--- src/rtl/boot_loader.sv ---
// UART boot loader: pulls a little-endian word count and that many 32-bit words
// from a receive FIFO, writes them into instruction memory, then releases the CPU.
module boot_loader #(
  parameter int          MAX_WORDS = 1024,
  parameter logic [31:0] ADDR_BASE = 32'h0
) (
  input  logic        clk,
  input  logic        rst_n,
  input  logic        uart_empty,
  input  logic [7:0]  uart_in,
  output logic        uart_rdreq,
  output logic        imem_we,
  output logic [31:0] imem_addr,
  output logic [31:0] imem_wdata,
  output logic        cpu_run,
  output logic        busy,
  output logic        error,
  output logic [15:0] words_loaded
);

  typedef enum logic [2:0] {S_LEN, S_DATA, S_WR, S_DONE, S_ERR} state_t;

  localparam logic [31:0] MAX_N = 32'(MAX_WORDS);

  state_t      r_state;
  logic        r_pending;
  logic [1:0]  r_byte_cnt;
  logic [31:0] r_shift;
  logic [31:0] r_len;
  logic [31:0] r_index;
  logic        r_we;
  logic [31:0] r_addr;
  logic [31:0] r_wdata;
  logic        r_run;
  logic        r_busy;
  logic        r_error;
  logic [15:0] r_words;

  logic        w_rdreq;
  logic [31:0] w_word;

  // The pop request must follow uart_empty in the same cycle, so it cannot be
  // registered; gating with rst_n keeps it low while reset is held.
  assign w_rdreq = rst_n && !uart_empty && !r_pending &&
                   (r_state == S_LEN || r_state == S_DATA);
  assign w_word  = {uart_in, r_shift[31:8]};

  always_ff @(posedge clk or negedge rst_n) begin
    if (!rst_n) begin
      r_state    <= S_LEN;
      r_pending  <= 1'b0;
      r_byte_cnt <= 2'd0;
      r_shift    <= 32'h0;
      r_len      <= 32'h0;
      r_index    <= 32'h0;
      r_we       <= 1'b0;
      r_addr     <= ADDR_BASE;
      r_wdata    <= 32'h0;
      r_run      <= 1'b0;
      r_busy     <= 1'b0;
      r_error    <= 1'b0;
      r_words    <= 16'h0;
    end else begin
      // NOTE: non-blocking assignments throughout, so every branch below reads
      // the pre-edge state and the last assignment to a register wins cleanly.
      r_we <= 1'b0;
      if (w_rdreq) begin
        r_pending <= 1'b1;
        if (r_state == S_LEN) r_busy <= 1'b1;
      end
      case (r_state)
        S_LEN: begin
          if (r_pending) begin
            r_pending  <= 1'b0;
            r_shift    <= w_word;
            r_byte_cnt <= r_byte_cnt + 2'd1;
            if (r_byte_cnt == 2'd3) begin
              r_len   <= w_word;
              r_index <= 32'h0;
              if (w_word == 32'h0) begin
                r_state <= S_DONE;
                r_run   <= 1'b1;
                r_busy  <= 1'b0;
              end else if (w_word > MAX_N) begin
                r_state <= S_ERR;
                r_error <= 1'b1;
                r_busy  <= 1'b0;
              end else begin
                r_state <= S_DATA;
              end
            end
          end
        end
        S_DATA: begin
          if (r_pending) begin
            r_pending  <= 1'b0;
            r_shift    <= w_word;
            r_byte_cnt <= r_byte_cnt + 2'd1;
            if (r_byte_cnt == 2'd3) begin
              r_state <= S_WR;
              r_we    <= 1'b1;
              r_addr  <= ADDR_BASE + {r_index[29:0], 2'b00};
              r_wdata <= w_word;
            end
          end
        end
        S_WR: begin
          r_index <= r_index + 32'd1;
          if (r_words != 16'hFFFF) r_words <= r_words + 16'd1;
          if (r_index + 32'd1 == r_len) begin
            r_state <= S_DONE;
            r_run   <= 1'b1;
            r_busy  <= 1'b0;
          end else begin
            r_state <= S_DATA;
          end
        end
        default: ;
      endcase
    end
  end

  assign uart_rdreq   = w_rdreq;
  assign imem_we      = r_we;
  assign imem_addr    = r_addr;
  assign imem_wdata   = r_wdata;
  assign cpu_run      = r_run;
  assign busy         = r_busy;
  assign error        = r_error;
  assign words_loaded = r_words;

endmodule
--- config.mk ---
export PLATFORM = sky130hd
export DESIGN_NAME = boot_loader
export DESIGN_NICKNAME = d
export VERILOG_FILES = /design/src/rtl/boot_loader.sv
export SDC_FILE = /design/constraint.sdc
export NUM_CORES = 1
export LEC_CHECK = 0
export ABC_AREA = 1
export CAP_MARGIN = 20
export CORE_MARGIN = 1.5
export CORE_UTILIZATION = 26
export CTS_CLUSTER_SIZE = 30
export DETAILED_ROUTE_END_ITERATION = 10
export DONT_BUFFER_PORTS = 1
export GPL_ROUTABILITY_DRIVEN = 0
export PLACE_DENSITY = 0.41
export REMOVE_ABC_BUFFERS = 1
export SLEW_MARGIN = 15
export SYNTH_ARGS = -nofsm -noshare
export SYNTH_HDL_FRONTEND = slang
export SYNTH_SLANG_ARGS = --single-unit
export TNS_END_PERCENT = 5
--- constraint.sdc ---
create_clock -name clk -period 2.1 [get_ports clk]
set_input_delay 0.42 -clock clk [delete_from_list [all_inputs] [get_ports clk]]
set_output_delay 0.42 -clock clk [all_outputs]
set_load 0.02 [all_outputs]
; Word-level counts from Yosys, hierarchy flattened
; Index checks and enable logic that the tools add are counted.
[word_totals]
regBits = 184
in_bits = 11
output_inout_bits = 85
wordCells = 78
[classes]
add_sub_neg = 3
magnitude_cmp = 1
n_eq_ne = 11
mux = 30
bitwise = 1
reduce_logical = 19
[ops]
columns = op, count
row1 = $mux 32, 2
row2 = $pmux 32 s2, 1
row3 = $add 32x1->32 const B, 1
row4 = $eq 32x32->1, 1
row5 = $gt 32x11->1 const B, 1
row6 = $logic_not 32->1, 1
row7 = $mux 3, 6
row8 = $mux 1, 17
row9 = $add 16x1->16 const B, 1
row10 = $ne 16x16->1 const B, 1
row11 = $reduce_and 5->1, 3
row12 = $pmux 3 s3, 1
row13 = $reduce_and 3->1, 3
row14 = $ne 2x1->1 const B, 3
row15 = $ne 2x2->1 const B, 3
row16 = $pmux 1 s2, 2
row17 = $reduce_and 2->1, 2
row18 = $eq 3x1->1 const B, 1
row19 = $eq 3x2->1 const B, 1
row20 = $logic_and 1x1->1, 3
row21 = $logic_not 3->1, 1
row22 = $reduce_bool 3->1, 1
row23 = $add 2x1->2 const B, 1
row24 = $eq 2x2->1 const B, 1
row25 = 6 further kinds, 7

; Depth between registers and ports, before layout
; Gate-level depths: netlist of the first run.
[logic_depth]
depth_word = 10
depth_mapped = 17
depth_no_buf = 17

; Least setup slack after synthesis of the first run
; No wires, ideal clock.
[synth_timing]
path_type = reg2reg
from = register r_words[0], in the netlist words_loaded[0]
to = register r_words[15], in the netlist words_loaded[15]
setup_time_ps = 129
arrival_time_ps = 1778
t_required_ps = 1971
slack_ps = 193
path_stages_with_launch = 11
path_buffers = 0
period_less_slack_ps = 1907
path_cell_list = dfrtp_1 > ha_1 > nand3_1 > nor3_1 > nand3_1 > nand2_1 > nor3_1 > nand4_1 > nor2_1 > nand3_1 > xnor2_1
[synth_between]
elab_chain_len = 2
word_cells_on_any_way = 3
cone_classes = add/sub: 1 / eq/ne: 1 / reduce/logical: 1
[synth_lines]
columns = item, line
row1 = from (decl), 37  ; logic [15:0] r_words;
row2 = from (signal assigned), 109  ; if (r_words != 16'hFFFF) r_words <= r_words + 16'd1;
row3 = "parallel branches: the longest is 2 deep, another holds $add 16x1->16", n/a
; Several ways; the timed one is not identified.
; A chain may end at the register's enable or synchronous reset.

; Final worst setup path of the first run
[layout_timing]
from = register r_index[0]
to = register r_run, in the netlist cpu_run
[layout_between]
elab_chain_len = 4
[layout_lines]
columns = item, line
row1 = from (decl), 30  ; logic [31:0] r_index;
row2 = from (signal assigned), 108  ; r_index <= r_index + 32'd1;
row3 = $add 32x1->32, 110  ; if (r_index + 32'd1 == r_len) begin
row4 = $eq 32x32->1, 110
row5 = $ne 2x2->1 (no line), n/a
row6 = $reduce_and 5->1 (no line), n/a
row7 = to (signal assigned), 59  ; r_run <= 1'b0;
row8 = to (signal assigned), 82  ; r_run <= 1'b1;
row9 = to (signal assigned), 112  ; r_run <= 1'b1;
row10 = to (decl), 34  ; logic r_run;
; No other way between the ends.

==> flow_metrics.env, run 1 <==
export IMPL_vdd_drop_max_mv=0.395
export IMPL_p_leak_nw=4.84
export IMPL_cp_slowest_cell="dfrtp_1"
export IMPL_finalNetCount=1153
export IMPL_coreArea_um2=31600
export IMPL_synthArstFlopShare_pct=100
export IMPL_cts_buffers=17
export IMPL_tightest_slew_ns=0.533
export IMPL_avgSynthCellArea_um2=7.96
export IMPL_vias=6928
export IMPL_cap_violations=0
export IMPL_grt_pass1_vias=6931
export IMPL_slew_viol_final=0
export IMPL_critPathKind="flip-flop to flip-flop"
export IMPL_max_freq_mhz=459
export IMPL_ys_warn_count=0
export IMPL_top_usage_layer="met2"
export IMPL_hold_slack_ns=-0.339
export IMPL_cts_sinks=176
export IMPL_root_buffer="clkbuf_16"
export IMPL_die_x_um=182
export IMPL_startpoint_type="flip-flop"
export IMPL_grt_use_met1_pct=22.5
export IMPL_cp_max_fo=7
export IMPL_antenna_found_initial=0
export IMPL_outcome="finished, violations left"
export IMPL_clk_path_buf_depth=2
export IMPL_n_antenna_cell=0
export IMPL_post_place_ws_ns=-0.299
export IMPL_die_h_um=182
export IMPL_setup_viol=3
export IMPL_fin_tns_setup_ns=-0.208
export IMPL_syn_area_um2=8370
export IMPL_critPathCaptureType="flip-flop"
export IMPL_io_buffer_count=0
export IMPL_min_period_ns=2.18
export IMPL_hold_class="input port to asynchronous set/reset pin"
export IMPL_syn_instance_count=1052
export IMPL_finalClockSkew_ns=0.0152
export IMPL_start_util_pct=26.5
export IMPL_crit_path_cell_trace="buf_6 -> ha_4 -> nand2_4 -> nor2_4 -> nand2_4 -> nor2_4 -> nand2_2 -> nand2_2 -> nand2_2 -> nand2_1 -> nand2_1 -> nor2_1 -> nand2_1 -> nor2_2 -> nand3_2 -> nand2_2 -> nand2_1 -> nand2_1"
export IMPL_required_ns=2.48
export IMPL_grt_max_degree=178
export IMPL_crit_top_cell="nand2_1"
export IMPL_arrival_ns=2.56
export IMPL_slowest_delay_ns=0.38
export IMPL_synth_cell_types=29
export IMPL_grt_pass1_wl_mm=40.3
export IMPL_synth_flop_cell="dfrtp_1"
export IMPL_clk_latency_ns=0.45
export IMPL_rows=65
export IMPL_slew_headroom_pct=64.5
export IMPL_critPathBufInv=1
export IMPL_p_per_area_nw_per_um2=646
export IMPL_hold_viol_final=176
export IMPL_clk_pin_slew_ns=0.08
export IMPL_drt_drc_violations_left=0
export IMPL_dieArea_um2=33300
export IMPL_crit_family="simple AND/OR/NAND/NOR gates"
export IMPL_overflow=0
export IMPL_wirelength_mm=25.3
export IMPL_dp_hpwl_mm=17.9
export IMPL_drive_gt1_share_pct=16.1
export IMPL_grt_use_met2_pct=23.9
export IMPL_ys_ff_latch=176
export IMPL_synth_edff_count=0
export IMPL_n_fill_cell=3329
export IMPL_cts_tree="done"
export IMPL_syn2layout_area_growth_pct=23.0
export IMPL_drtIter0Drc=436
export IMPL_htree_levels=4
export IMPL_use_met3_pct=3.75
export IMPL_grt_usage_pct=15.9
export IMPL_violations="hold timing, setup timing"
export IMPL_ios=96
export IMPL_final_antenna_net_count=0
export IMPL_grt_setup_unrepaired="yes"
export IMPL_setup_ws_ns=-0.0782
export IMPL_via_per_inst=4.46
export IMPL_seq_area_frac_synth_pct=52.6
export IMPL_first_pass_iters=5
export IMPL_finalCritPeriodShare_pct=104
export IMPL_wl_per_cell_um=16.3
-- power by group --
group / switching [mW] / leakage (nW) / internal, mW
Combinational: 0.0101 / 2.26 / 0.00174
Sequential: 0 / 2.30 / 3.39
Clock: 1.65 / 0.286 / 1.60
-- synth_stat cells (all sizes together) (2+ instances only) --
cell type	instances	area, um2
a21oi	2	10.0
a31oi	2	12.5
buf	3	18.8
clkbuf	29	109
dfrtp	176	4400
ha	3	37.5
inv	117	439
nand2	334	1270
nand3	79	400
nand3b	9	67.6
nand4	12	75.1
nor2	92	412
nor3	6	30.0
o21ai	137	686
o21bai	2	15.0
o22ai	19	119
xnor2	9	78.8
xor2	17	149
-- registers in the layout, summed over array words and instances (netlist names) --
name and flops:
r_index 32, r_shift 24, r_pending 1, r_byte_cnt 2, busy 1, r_len 32
error 1, r_state 3, cpu_run 1, words_loaded 16, imem_wdata 32, imem_addr 30
imem_we 1
-- what timing repair did --
item / in CTS / in global routing
setup buffers: 8 / 3
cloned: 1 / 0
resized for setup: 21 / 25
endpoints found under the hold margin: 176 / 176
pin swaps: 13 / 14
endpoints found under the setup margin: 3 / 27
-- worst paths after layout --
| path | from | to | slack, ns | depth (start not counted) |
|---|---|---|---|---|
| setup / recovery | r_index[0]$_DFFE_PN0P_ | cpu_run$_DFFE_PN0P_ | -0.08 | 18 |
| hold / removal | rst_n | words_loaded[8]$_DFFE_PN0P_ | -0.34 | 0 |
| setup reg to reg | r_index[0]$_DFFE_PN0P_ | cpu_run$_DFFE_PN0P_ | -0.08 | 18 |
| hold reg to reg | r_byte_cnt[0]$_DFFE_PN0P_ | r_byte_cnt[0]$_DFFE_PN0P_ | 0.48 | 1 |
| max in group asynchronous | rst_n | r_index[19]$_DFFE_PN0P_ | 2.06 | 0 |
| min in group clk | uart_in[2] | r_shift[26]$_DFFE_PN0P_ | 0.09 | 2 |
-- per-layer routing --
metal  vias to the layer above  wire length (um)
li1                       3541                 -
met1                      3257             12600
met2                       109             11100
met3                        21              1190
met4                         0               398
met5                         -                 0
-- cell families (layout without fill, tap and decap cells) --
family,Yosys count,count (layout),synth area share [%]
other,1,2,0.0448
AND/OR/NAND/NOR,534,535,27.1
XOR/XNOR,27,27,2.99
flip-flops,176,176,52.6
buffers and inverters,149,247,6.77
adder cells (fa/ha/maj),3,3,0.448
AO/OA/AOI/OAI,162,162,10.1
-- layout make-up --
| type | count | area, um2 | share of cell area (%) |
|---|---|---|---|
| sequential | 176 | 4410 | 42.8 |
| multi-input combinational | 729 | 3560 | 34.6 |
| timing repair buffer | 98 | 793 | 7.70 |
| tap | 402 | 503 | 4.88 |
| inverter | 117 | 440 | 4.28 |
| clock buffer | 17 | 425 | 4.13 |
| clock inverter | 15 | 168 | 1.63 |
-- cell usage in the layout, fill, tap and decap left out, drive strengths merged, types with 12 or more instances in the layout --
cell type / netlist / final
nand2: 334 / 334
dfrtp: 176 / 176
o21ai: 137 / 137
inv: 117 / 124
buf: 3 / 98
nor2: 92 / 93
nand3: 79 / 79
o22ai: 19 / 19
clkbuf: 29 / 17
xor2: 17 / 17
nand4: 12 / 12
-- worst reg2reg max path, delay by kind of cell (launching register included) --
family / cells / cell delay, ns
flops: 1 / 0.38
buf+inv: 1 / 0.11
simple gates: 16 / 1.49
fa+ha+maj: 1 / 0.15
-- stage by stage --
| step | hold slack, ns | instance area (um2) | utilization [%] | power, mW | cells |
|---|---|---|---|---|---|
| 6_report | -0.339 | 10300 | 32.6 | 6.65 | 1554 |
| 3_5_place_dp | 0.128 | 9460 | 29.9 | 3.47 | 1510 |
| 2_1_floorplan | 0.124 | 8250 | - | 3.46 | 1021 |
| 3_3_place_gp | 0.128 | 9460 | 29.9 | 3.47 | 1510 |
| 5_1_grt | -0.369 | 10300 | 32.6 | 6.91 | 1554 |
| 4_1_cts | -0.361 | 10200 | 32.2 | 6.78 | 1551 |
No activity file was read; power rests on OpenSTA's default activity.
==> run 2, diff against run 1 <==
- PLACE_DENSITY: 0.41 -> unset
==> flow_metrics.env, run 2 (synthesis results as in run 1) <==
export IMPL_outcome="finished, violations left"
export IMPL_violations="hold timing, setup timing"
export IMPL_grt_pass1_wl_mm=37.6
export IMPL_coreArea_um2=31600
export IMPL_cts_tree="done"
export IMPL_drive_gt1_share_pct=13.4
export IMPL_rows=65
export IMPL_start_util_pct=26.5
export IMPL_placed_area_um2=9140
export IMPL_via_per_inst=4.60
export IMPL_mostFrequentLayoutCells="nand2_1, dfrtp_1, o21ai_0, inv_1, nand3_1"
export IMPL_cts_buffers=17
export IMPL_hold_slack_ns=-0.333
export IMPL_n_antenna_cell=0
export IMPL_grt_setup_unrepaired="yes"
export IMPL_wl_met2_mm=10.7
export IMPL_wl_met3_mm=1.68
export IMPL_p_total_mw=6.65
export IMPL_startpoint_type="flip-flop"
export IMPL_root_buffer="clkbuf_16"
export IMPL_cp_max_fo=7
export IMPL_clk_latency_ns=0.44
export IMPL_cp_slowest_cell="dfrtp_1"
export IMPL_dieArea_um2=33300
export IMPL_vdd_drop_max_mv=0.435
export IMPL_first_pass_iters=5
export IMPL_p_leak_nw=4.64
export IMPL_required_ns=2.42
export IMPL_slew_viol_final=0
export IMPL_syn2layout_area_growth_pct=19.6
export IMPL_critPathKind="flip-flop to flip-flop"
export IMPL_wirelength_mm=23.6
export IMPL_crit_top_cell="nand2_1"
export IMPL_p_per_area_nw_per_um2=665
export IMPL_final_antenna_net_count=0
export IMPL_layout_commonest_cell="nand2_1"
export IMPL_post_place_ws_ns=-0.123
export IMPL_slowest_delay_ns=0.42
export IMPL_min_period_ns=2.16
export IMPL_grt_usage_pct=14.4
export IMPL_setup_viol=11
export IMPL_hold_viol_final=176
export IMPL_hold_class="input port to asynchronous set/reset pin"
export IMPL_vias=6977
export IMPL_overflow=0
export IMPL_finalNetCount=1116
export IMPL_antenna_found_initial=0
export IMPL_crit_path_cell_trace="ha_4 -> nand2_4 -> nor2_4 -> nand2_4 -> nor2_4 -> nand2_1 -> nand2_2 -> nand2_2 -> nand2_1 -> nand2_1 -> nor2_1 -> nand2_1 -> nor2_2 -> nand3_2 -> nand3_2 -> nand3_2"
export IMPL_ios=96
export IMPL_finalClockSkew_ns=0.0120
export IMPL_die_x_um=182
export IMPL_htree_levels=4
export IMPL_finalCritPeriodShare_pct=103
export IMPL_topRoutingLayerUsed="met4"
export IMPL_clk_pin_slew_ns=0.07
export IMPL_clk_path_buf_depth=2
export IMPL_fin_tns_setup_ns=-0.207
export IMPL_max_freq_mhz=462
export IMPL_arrival_ns=2.49
export IMPL_drt_drc_violations_left=0
export IMPL_finalInstanceArea_um2=10000
export IMPL_critPathCaptureType="flip-flop"
export IMPL_dp_hpwl_mm=16.5
export IMPL_cts_sinks=176
export IMPL_cap_violations=0
export IMPL_setup_ws_ns=-0.0646
export IMPL_grt_pass1_vias=6830
export IMPL_wl_per_cell_um=15.5
export IMPL_io_buffer_count=0
export IMPL_drtIter0Drc=561
export IMPL_grt_max_degree=178
export IMPL_wl_met1_mm=10.9
export IMPL_die_h_um=182
-- run 2: per-stage QoR --
stage	cells	util, %
final	1517	31.6
after global routing	1517	31.6
after CTS	1510	31.1
after detailed placement	1473	28.9
after global placement	1473	28.9
after floorplan	1021	-
-- run 2: repair_timing --
item / CTS / global route
pin swaps: 11 / 16
gates cloned: 1 / 1
setup buffers: 4 / 6
setup endpoints to repair: 3 / 22
gates resized for setup: 16 / 34
hold endpoints to repair: 176 / 176
-- run 2: final timing paths --
path,from,depth (start not counted),to,slack [ns]
max in group asynchronous,rst_n,0,r_index[20]$_DFFE_PN0P_,2.08
worst min register to register,r_byte_cnt[0]$_DFFE_PN0P_,1,r_byte_cnt[0]$_DFFE_PN0P_,0.48
worst min-delay path,rst_n,0,words_loaded[0]$_DFFE_PN0P_,-0.33
worst max register to register,r_index[0]$_DFFE_PN0P_,16,busy$_DFF_PN0_,-0.06
worst max-delay path,r_index[0]$_DFFE_PN0P_,16,busy$_DFF_PN0_,-0.06
min in group clk,uart_in[1],2,r_shift[25]$_DFFE_PN0P_,0.10
-- run 2: critical path: cells and delay by family, from the launching register on --
family	cells	cell delay [ns]
adder cells (fa/ha/maj)	1	0.19
flip-flops	1	0.42
AND/OR/NAND/NOR	15	1.43
-- run 2: layer usage --
| metal | vias to the layer above | track usage, % |
|---|---|---|
| met1 | 3324 | 19.5 |
| li1 | 3473 | - |
| met4 | 0 | 3.77 |
| met3 | 21 | 4.19 |
| met5 | - | 0 |
| met2 | 159 | 22.6 |
-- run 2: power by group --
| group | switching (mW) | leakage (nW) | internal (mW) | total [mW] |
|---|---|---|---|---|
| logic | 0.00914 | 2.04 | 0.00174 | 0.0109 |
| registers | 0 | 2.30 | 3.39 | 3.39 |
| clock network | 1.52 | 0.297 | 1.73 | 3.26 |
-- run 2: layout make-up --
class | count | area (um2)
sequential | 176 | 4410
multi-input combinational | 729 | 3560
tap | 402 | 503
timing repair buffer | 60 | 487
clock inverter | 14 | 158
fill | 3312 | 21600
inverter | 117 | 444
clock buffer | 18 | 439
timing repair inverter | 1 | 7.51
